===== config.mk =====
export PLATFORM = sky130hd
export DESIGN_NAME = sfp_norm_row
export DESIGN_NICKNAME = d
export VERILOG_FILES = /design/src/rtl/sfp_norm_row_pkg.sv /design/src/rtl/sfp_norm_row_sum_fifo.sv /design/src/rtl/sfp_norm_row.sv
export SDC_FILE = /design/constraint.sdc
export NUM_CORES = 2
export LEC_CHECK = 0
export BUFFER_PORTS_ARGS = -buffer_cell sky130_fd_sc_hd__buf_4
export CORE_ASPECT_RATIO = 1.25
export CORE_MARGIN = 5
export CORE_UTILIZATION = 63
export CTS_CLUSTER_SIZE = 12
export DETAILED_ROUTE_END_ITERATION = 7
export PLACE_DENSITY = 0.81
export SYNTH_ARGS = -nofsm -noshare
export SYNTH_HDL_FRONTEND = slang
export SYNTH_SLANG_ARGS = --single-unit

===== constraint.sdc =====
create_clock -name clk -period 15 [get_ports clk]
set_input_delay 2.25 -clock clk [delete_from_list [all_inputs] [get_ports clk]]
set_output_delay 2.25 -clock clk [all_outputs]
set_load 0.005 [all_outputs]

===== src/rtl/sfp_norm_row_pkg.sv =====
// Shared widths and FSM encoding for the SFP normalisation row.
package sfp_norm_row_pkg;

  localparam logic [1:0] ST_IDLE = 2'd0;
  localparam logic [1:0] ST_LOAD = 2'd1;
  localparam logic [1:0] ST_ITER = 2'd2;
  localparam logic [1:0] ST_DONE = 2'd3;

  // Row abs-sum width: one psum plus growth for COL terms
  function automatic int unsigned sfp_sw(input int unsigned bw_psum, input int unsigned col);
    return bw_psum + $clog2(col);
  endfunction

  // Divisor width after adding two sums and dropping SHIFT LSBs
  function automatic int unsigned sfp_dw(input int unsigned sw, input int unsigned shift);
    return sw + 1 - shift;
  endfunction

  // Numerator / quotient width (magnitude with fractional bits appended)
  function automatic int unsigned sfp_nb(input int unsigned bw_psum, input int unsigned frac);
    return bw_psum + frac;
  endfunction

endpackage


===== src/rtl/sfp_norm_row_sum_fifo.sv =====
// Show-ahead sum FIFO; a pop and push on the same cycle both succeed, even when full.
module sfp_norm_row_sum_fifo #(
  parameter int unsigned BW    = 23,
  parameter int unsigned DEPTH = 16
) (
  input  logic          clk,
  input  logic          reset,
  input  logic          push,
  input  logic [BW-1:0] wdata,
  input  logic          pop,
  output logic [BW-1:0] rdata,
  output logic          full,
  output logic          empty
);

  localparam int unsigned AW = $clog2(DEPTH);

  logic [BW-1:0] mem [DEPTH];
  logic [AW-1:0] wr_ptr;
  logic [AW-1:0] rd_ptr;
  logic [AW:0]   count;
  logic          do_pop;
  logic          do_push;

  assign full    = (count == (AW+1)'(DEPTH));
  assign empty   = (count == '0);
  assign do_pop  = pop && !empty;
  assign do_push = push && (!full || do_pop);
  assign rdata   = mem[rd_ptr];

  always_ff @(posedge clk) begin
    if (reset) begin
      wr_ptr <= '0;
      rd_ptr <= '0;
      count  <= '0;
      for (int unsigned i = 0; i < DEPTH; i++) mem[AW'(i)] <= '0;
    end else begin
      if (do_push) begin
        mem[wr_ptr] <= wdata;
        wr_ptr      <= wr_ptr + AW'(1);
      end
      if (do_pop) rd_ptr <= rd_ptr + AW'(1);
      case ({do_push, do_pop})
        2'b10:   count <= count + (AW+1)'(1);
        2'b01:   count <= count - (AW+1)'(1);
        default: ;
      endcase
    end
  end

endmodule


===== src/rtl/sfp_norm_row.sv =====
// SFP row: accumulates abs-sums into two FIFOs and normalises a row by the
// local (+ optional peer) sum using COL serial restoring dividers.
module sfp_norm_row
  import sfp_norm_row_pkg::*;
#(
  parameter  int unsigned COL     = 8,
  parameter  int unsigned BW_PSUM = 20,
  parameter  int unsigned DEPTH   = 16,
  parameter  int unsigned FRAC    = 8,
  parameter  int unsigned SHIFT   = 7,
  localparam int unsigned SW      = sfp_sw(BW_PSUM, COL)
) (
  input  logic                   clk,
  input  logic                   reset,
  input  logic                   acc,
  input  logic                   div_start,
  input  logic                   ext_en,
  input  logic [COL*BW_PSUM-1:0] sfp_in,
  input  logic [SW-1:0]          sum_in,
  input  logic                   ext_rd,
  output logic [SW-1:0]          sum_out,
  output logic                   sum_out_valid,
  output logic [COL*BW_PSUM-1:0] sfp_out,
  output logic                   out_valid,
  output logic                   busy,
  output logic                   div_zero,
  output logic                   ovf
);

  localparam int unsigned DW = sfp_dw(SW, SHIFT);
  localparam int unsigned NB = sfp_nb(BW_PSUM, FRAC);
  localparam int unsigned CW = $clog2(NB);
  localparam logic [BW_PSUM-1:0] Q_MAX = {1'b0, {(BW_PSUM-1){1'b1}}};
  localparam logic [BW_PSUM-1:0] Q_MIN = {1'b1, {(BW_PSUM-1){1'b0}}};

  function automatic logic [BW_PSUM-1:0] mag(input logic [BW_PSUM-1:0] x);
    return x[BW_PSUM-1] ? -x : x;
  endfunction

  logic [1:0]             state_q, state_d;
  logic [SW-1:0]          acc_sum_c, acc_sum_q;
  logic                   push_q;
  logic [SW-1:0]          int_head;
  logic                   int_full, int_empty, int_pop;
  logic                   ext_empty, ext_full_unused;
  logic [SW:0]            dsum_c;
  logic [DW-1:0]          div_c, div_q;
  logic [CW-1:0]          cnt_q;
  logic [COL*BW_PSUM-1:0] row_q;
  logic [COL*BW_PSUM-1:0] res_flat_c;

  // Row abs-sum; SW bits cannot overflow for COL terms
  always_comb begin
    acc_sum_c = '0;
    for (int unsigned k = 0; k < COL; k++)
      acc_sum_c = acc_sum_c + SW'(mag(sfp_in[k*BW_PSUM +: BW_PSUM]));
  end

  sfp_norm_row_sum_fifo #(.BW(SW), .DEPTH(DEPTH)) u_int_fifo (
    .clk   (clk),
    .reset (reset),
    .push  (push_q),
    .wdata (acc_sum_q),
    .pop   (int_pop),
    .rdata (int_head),
    .full  (int_full),
    .empty (int_empty)
  );

  sfp_norm_row_sum_fifo #(.BW(SW), .DEPTH(DEPTH)) u_ext_fifo (
    .clk   (clk),
    .reset (reset),
    .push  (push_q),
    .wdata (acc_sum_q),
    .pop   (ext_rd),
    .rdata (sum_out),
    .full  (ext_full_unused),
    .empty (ext_empty)
  );

  assign sum_out_valid = !ext_empty;
  assign int_pop       = (state_q == ST_LOAD);
  assign dsum_c        = (SW+1)'(int_head) + (SW+1)'(ext_en ? sum_in : SW'(0));
  assign div_c         = DW'(dsum_c >> SHIFT);

  // State register
  always_ff @(posedge clk) begin
    if (reset) state_q <= ST_IDLE;
    else       state_q <= state_d;
  end

  // Next-state logic; div_start is only heard in IDLE with a sum available
  always_comb begin
    state_d = state_q;
    case (state_q)
      ST_IDLE: if (div_start && !int_empty) state_d = ST_LOAD;
      ST_LOAD: state_d = (div_c == '0) ? ST_DONE : ST_ITER;
      ST_ITER: if (cnt_q == '0) state_d = ST_DONE;
      default: state_d = ST_IDLE;
    endcase
  end

  // Divider lanes; row_q is stable for the whole division
  for (genvar k = 0; k < COL; k++) begin : g_lane
    logic [BW_PSUM-1:0] x;
    logic [NB-1:0]      num_q;
    logic [NB-2:0]      quo_q;
    logic [DW-1:0]      rem_q;
    logic [DW:0]        shl, diff;
    logic [NB-1:0]      quo_c;
    logic [BW_PSUM-1:0] qsat, res;

    assign x     = row_q[k*BW_PSUM +: BW_PSUM];
    assign shl   = {rem_q, num_q[NB-1]};
    assign diff  = shl - {1'b0, div_q};
    assign quo_c = {quo_q, ~diff[DW]};

    always_comb begin
      qsat = (quo_c > NB'(Q_MAX)) ? Q_MAX : quo_c[BW_PSUM-1:0];
      if (state_q == ST_LOAD) res = (x == '0) ? '0 : (x[BW_PSUM-1] ? Q_MIN : Q_MAX);
      else                    res = x[BW_PSUM-1] ? -qsat : qsat;
    end

    assign res_flat_c[k*BW_PSUM +: BW_PSUM] = res;

    always_ff @(posedge clk) begin
      if (reset) begin
        num_q <= '0;
        quo_q <= '0;
        rem_q <= '0;
      end else if (state_q == ST_LOAD) begin
        num_q <= {mag(x), FRAC'(0)};
        quo_q <= '0;
        rem_q <= '0;
      end else if (state_q == ST_ITER) begin
        num_q <= num_q << 1;
        quo_q <= quo_c[NB-2:0];
        rem_q <= diff[DW] ? shl[DW-1:0] : diff[DW-1:0];
      end
    end
  end

  // Datapath and registered outputs
  always_ff @(posedge clk) begin
    if (reset) begin
      acc_sum_q <= '0;
      push_q    <= 1'b0;
      row_q     <= '0;
      div_q     <= '0;
      cnt_q     <= '0;
      sfp_out   <= '0;
      out_valid <= 1'b0;
      busy      <= 1'b0;
      div_zero  <= 1'b0;
      ovf       <= 1'b0;
    end else begin
      push_q <= acc;
      if (acc) acc_sum_q <= acc_sum_c;
      if (state_q == ST_IDLE && state_d == ST_LOAD) row_q <= sfp_in;
      if (state_q == ST_LOAD) begin
        div_q <= div_c;
        cnt_q <= CW'(NB-1);
      end else if (state_q == ST_ITER) begin
        cnt_q <= cnt_q - CW'(1);
      end
      out_valid <= (state_d == ST_DONE);
      busy      <= (state_d != ST_IDLE);
      div_zero  <= (state_q == ST_LOAD) && (state_d == ST_DONE);
      if (state_d == ST_DONE) sfp_out <= res_flat_c;
      if (push_q && int_full && !int_pop) ovf <= 1'b1;
    end
  end

endmodule


Word level (Yosys, flattened, before mapping)
Memory sizes are Yosys's and may differ from the RTL's. A register that Yosys moved wholly into a read port is not among the register bits.
Cells that the tools add are included.
{"block": "classes", "n_eq_ne": 10, "n_bitwise": 8, "n_mux": 107, "reduce_logical": 36, "order_cmp": 8, "add_sub_neg": 49}
{"op": "20-bit two-way mux", "n": 56}
{"op": "20-bit negation", "n": 24}
{"op": "28-bit two-way mux", "n": 16}
{"op": "28-bit by 19-bit > comparator with 1-bit output (second input constant)", "n": 8}
{"op": "20-bit zero test", "n": 8}
{"op": "18-bit by 17-bit subtractor with 18-bit output", "n": 8}
{"op": "17-bit two-way mux", "n": 8}
{"op": "23-bit by 20-bit adder with 23-bit output", "n": 4}
{"op": "23-bit two-way mux", "n": 3}
{"op": "23-bit OR reduction", "n": 2}
{"op": "23-bit by 23-bit adder with 24-bit output", "n": 1}
{"op": "4-bit two-way mux", "n": 6}
{"op": "22-bit by 20-bit adder with 23-bit output", "n": 1}
{"op": "21-bit by 20-bit adder with 22-bit output", "n": 1}
{"op": "20-bit by 20-bit adder with 21-bit output", "n": 1}
{"op": "5-bit one-hot mux with 2 select lines", "n": 2}
{"op": "17-bit zero test", "n": 1}
{"op": "4-bit by 1-bit adder with 4-bit output (second input constant)", "n": 4}
{"op": "5-bit zero test", "n": 3}
{"op": "5-bit by 1-bit subtractor with 5-bit output (second input constant)", "n": 3}
{"op": "1-bit two-way mux", "n": 11}
{"op": "5-bit by 1-bit adder with 5-bit output (second input constant)", "n": 2}
{"op": "5-bit equality test (second input constant)", "n": 2}
{"op": "5-bit two-way mux", "n": 2}
{"op": "other kinds (11)", "n": 41}
{"block": "word_totals", "mem_count": 2, "regBits": 910, "ramBits": 736, "elab_cells": 262, "out_inout_bits": 188, "in_bits": 189}
{"memory": "u_ext_fifo.mem", "words": 16, "word_bits": 23, "read_ports": 1, "rd_ports_with_merged_regs": 1, "write_ports": 16, "line": "sfp_norm_row_sum_fifo.sv:18", "source": "logic [BW-1:0] mem [DEPTH];"}
{"memory": "u_int_fifo.mem", "words": 16, "word_bits": 23, "read_ports": 1, "rd_ports_with_merged_regs": 1, "write_ports": 16, "line": "sfp_norm_row_sum_fifo.sv:18"}

Logic depth before layout (Yosys ltp)
{"block": "logic_depth", "word_depth": 10, "mapped_depth": 25, "ltp_nobuf": 25}

Modules after synthesis
Synthesis repeated with hierarchy kept, for this count alone.
{"block": "hier_totals", "cells_unflattened": 9064, "area_unflattened_um2": 91112.4}
{"module": "sfp_norm_row", "seq_area_each_um2": 17697.0, "cells_each": 6809, "area_each_um2": 56412.9, "n_inst": 1}
{"module": "sfp_norm_row_sum_fifo (u_int_fifo)", "seq_area_each_um2": 11390.9, "cells_each": 1127, "area_each_um2": 17356.6, "n_inst": 1}
{"module": "sfp_norm_row_sum_fifo (u_ext_fifo)", "seq_area_each_um2": 11390.9, "cells_each": 1128, "area_each_um2": 17342.9, "n_inst": 1}

Worst setup path before layout
OpenSTA, ideal clock, no wires.
{"block": "synth_path", "path_type": "input-to-reg", "startpoint": "input port sfp_in[22]", "endpoint": "register acc_sum_q[21]", "arrival_ps": 7432, "path_buffers": 0, "required_time_ps": 14872, "setup_ps": 128, "stages": 21, "setup_slack_ps": 7441, "path_cell_list": "nor3_1 -> nand3_1 -> or4_1 -> or3_1 -> or2_2 -> o21ai_0 -> xnor2_1 -> fa_1 -> fa_1 -> fa_1 -> inv_1 -> fa_1 -> inv_1 -> ha_1 -> o21ai_0 -> o31ai_1 -> o41a_1 -> a211oi_1 -> xnor2_1 -> mux2i_1 -> nor2_1"}
{"block": "synth_between", "elab_chain_len": 9}
{"element": "from (decl)", "line": "sfp_norm_row.sv:18", "source": "input logic [COL*BW_PSUM-1:0] sfp_in,"}
{"element": "20-bit negation", "line": "sfp_norm_row.sv:37", "source": "return x[BW_PSUM-1] ? -x : x;"}
{"element": "20-bit two-way mux (*)", "line": "sfp_norm_row.sv:37"}
{"element": "20-bit by 20-bit adder with 21-bit output (*)", "line": "sfp_norm_row.sv:56", "source": "acc_sum_c = acc_sum_c + SW'(mag(sfp_in[k*BW_PSUM +: BW_PSUM]));"}
{"element": "21-bit by 20-bit adder with 22-bit output (*)", "line": "sfp_norm_row.sv:56"}
{"element": "22-bit by 20-bit adder with 23-bit output (*)", "line": "sfp_norm_row.sv:56"}
{"element": "23-bit by 20-bit adder with 23-bit output (*) (4 in a row)", "line": "sfp_norm_row.sv:56"}
{"element": "to (signal assigned)", "line": "sfp_norm_row.sv:158", "source": "if (acc) acc_sum_q <= acc_sum_c;"}
{"element": "to (decl)", "line": "sfp_norm_row.sv:41", "source": "logic [SW-1:0] acc_sum_c, acc_sum_q;"}
Mark *: on every way between the ends. The rest lies on a longest branch, timed or not.
A chain may end at the register's enable or synchronous reset.

==> run metrics <==
status=complete, no violations; number of synthesized flops with an enable pin=between 700 and 800; arrival time worst endpoint=about 9500 ps; commonest non-fill, non-tap cell in the layout=nor2_1; M3 GR Usage=0.06475; Setup crit end kind=flip-flop; die height=~440 um; Tcrit/Tclk final=0.5862; post-DR vias/cell=about 6.3; port bufs=around 380; M1 GR Usage=0.4344; Syn Inst Count=9229; Detail Route Antenna Nets=0; synth-to-layout area growth=10.02%; Post-Synth XOR/XNOR Area=0.04236; clk sinks=1654; Most Crowded Layer GR=met2; largest family of logic cells by synthesized area=simple AND/OR/NAND/NOR gates; Hold Path Class=reg2reg; layout cell share with drive strength beyond 1=0.1147; P_leak=~0.039 uW; fraction of the mapped netlist area in adder cells=0.05920; Peak Freq=113.7 MHz; Congestion Overflow GR=0; Ys Warns=0; RSZ-0062 raised after global routing=false; Routed Wire Length=268.5 mm; Rows=around 160; core area=144800 um^2; register clock-pin slew on the reported worst setup and hold paths=approximately 60 ps; Post-DP HPWL=roughly 180 mm; relative slew slack=0.1053; max_cap viols=0; critical hold path startpoint=sfp_out[53]; Post-CTS Resized=0; root buf cell=clkbuf_16; Vias=approximately 71k; met2 global-route usage=0.5566; sequential area share after synthesis=0.4409; H-tree depth=4; largest net degree at the start of global routing=~240; die width=~350 um; Register-to-Register Path Depth=18; Slew @ Worst Pin=between 1000 and 1500 ps; fin cells=~11k; # hold bufs at CTS=0; CTS tree=built; Final Slew Violations=0; drt wl/cell=roughly 24 um; drt pass-1 iters=6; initial core utilization=0.6339; vias in the first global route=roughly 69k; io pins=~380; ys flop type=dfxtp_1; post-synth cell types=between 80 and 90; TritonCTS buffer count=roughly 170; Post-route DRC=0; ys async rst share=0; CTS max path bufs=3; Design Power=24650 uW; Final Wtd Congestion=1.013; commonest cells after routing, fill and taps aside=1094 x nor2_1, 913 x dfxtp_1, 827 x nand2_1, 776 x and2_1, 736 x edfxtp_1; Iteration-0 DRC Markers=about 7.5k; Nets=9789; startpoint types=flip-flop; Syn Nets=a little under 10k; number of synthesized register bits=1654; hold endpoint=sfp_out[53]; clk_lat worst skew=860 ps; final core occ=0.6974; multiplexer share of the synthesized area=0.1319; pwr dens=between 200 and 250 nW/um^2; Final min period=~8800 ps; Hold WS=between 400 and 500 ps; worst endpoint required time=15750 ps; Setup-failing EPs final=0; peak supply drop=0.0002598 V; Netlist Area Pre-Place=roughly 92000 um^2; Die ar.=approximately 150000 um^2; Fin Setup TNS=0 ps; R2R Setup Slk=6210 ps; global-route wire length before repair=between 400 and 500 mm; Post-CTS Repair Setup Buffers=0; Fin. Hold Viols=0; simple logic cell fraction of the synthesized area=0.1830; RR Endpoint=row_q[107]; CP Class=reg2reg; maximum fanout along the worst path=100; initial antenna violation count=10; gr usage total=0.3419; Avg Synthesized Cell Area=9.948 um^2; clock skew=approximately 57 ps; Synth Area in Compound Gates=0.1035; dpl cells=10.97k; hold path cells=2
cells by family after synthesis:
group	count (synthesis)
buffers and inverters	915
AND/OR/NAND/NOR	3484
AO/OA/AOI/OAI	1450
flip-flops	1654
adder cells (fa/ha/maj)	357
multiplexers	925
XOR/XNOR	444
state kept, by name, indices dropped and copies added, names as in the netlist, 23 cells and up, named ones only:
signal and cells:
g_lane.quo_q 216, u_ext_fifo.mem 368, u_int_fifo.mem 368, row_q 160
acc_sum_q 23, g_lane.rem_q 136, g_lane.num_q 160, sfp_out 160
worst max-delay path, cell delays in order, from the launching register on:
cell and delay, ps:
dfxtp_4 810, buf_4 720, mux4_2 590, mux4_2 480, ha_1 340, a21oi_1 250
o21ai_0 180, a2111oi_0 510, o21bai_1 310, or2_0 390, a31oi_1 380, mux2_2 390
or4_4 530, o31a_2 300, buf_4 240, nor4b_2 280, buf_4 840, buf_12 550
mux2i_1 290
area by class of cell:
class,count,area [um^2]
antenna,6,15.01
clock buffer,238,4612
clock inverter,43,596.8
fill,10470,43820
inverter,285,1080
multi-input combinational,6660,48220
sequential,1654,40500
tap,1896,2372
timing repair buffer,473,3621
cell usage after synthesis, drive strengths merged, types with 84 or more instances:
cell / instances / area (um^2)
edfxtp: 736 / 22100
mux4: 227 / 5112
buf: 97 / 525.5
o31ai: 95 / 718.2
or3: 113 / 706.9
clkbuf: 533 / 2001
dfxtp: 918 / 18380
inv: 281 / 1055
nand2: 828 / 3108
a21oi: 416 / 2082
and2: 776 / 4855
o21ai: 297 / 1486
fa: 129 / 2582
ha: 228 / 2853
xnor2: 226 / 1979
nor2: 1120 / 4204
nand3: 84 / 420.4
xor2: 218 / 1909
nor3: 184 / 935.9
a211oi: 88 / 660.6
mux2i: 689 / 6897
power by group:
| part | internal [uW] | leakage, uW | switching (uW) |
|---|---|---|---|
| clock | 2230 | 0.00252 | 1840 |
| combinational | 5760 | 0.0210 | 8670 |
| sequential | 5370 | 0.0150 | 773 |
metal layers:
| metal | vias up | share of wire |
|---|---|---|
| met2 | 3278 | 0.48 |
| met4 | 0 | 0.062 |
| met3 | 714 | 0.085 |
| met1 | 34740 | 0.38 |
| met5 | - | 0 |
| li1 | 32610 | - |
worst max path at each step:
stage                                to       start  slack, ps  depth (start not counted)
after floorplan           acc_sum_q[21]  sfp_in[22]       7440                         21
after global placement       row_q[107]   flip-flop       6540                         18
after detailed placement     row_q[107]   flip-flop       6360                         18
after CTS                    row_q[115]   flip-flop       6290                         18
after global routing         row_q[109]   flip-flop       5540                         18
final                        row_q[107]   flip-flop       6210                         18
per-stage QoR:
| step | setup slack (ps) | instance area (um^2) |
|---|---|---|
| finish | 6207 | 101000 |
| global route | 5538 | 101000 |
| CTS | 6289 | 101000 |
| detailed placement | 6359 | 95780 |
| global placement | 6537 | 95780 |
| floorplan | 7441 | 91810 |
(Power assumes the default switching activity.)
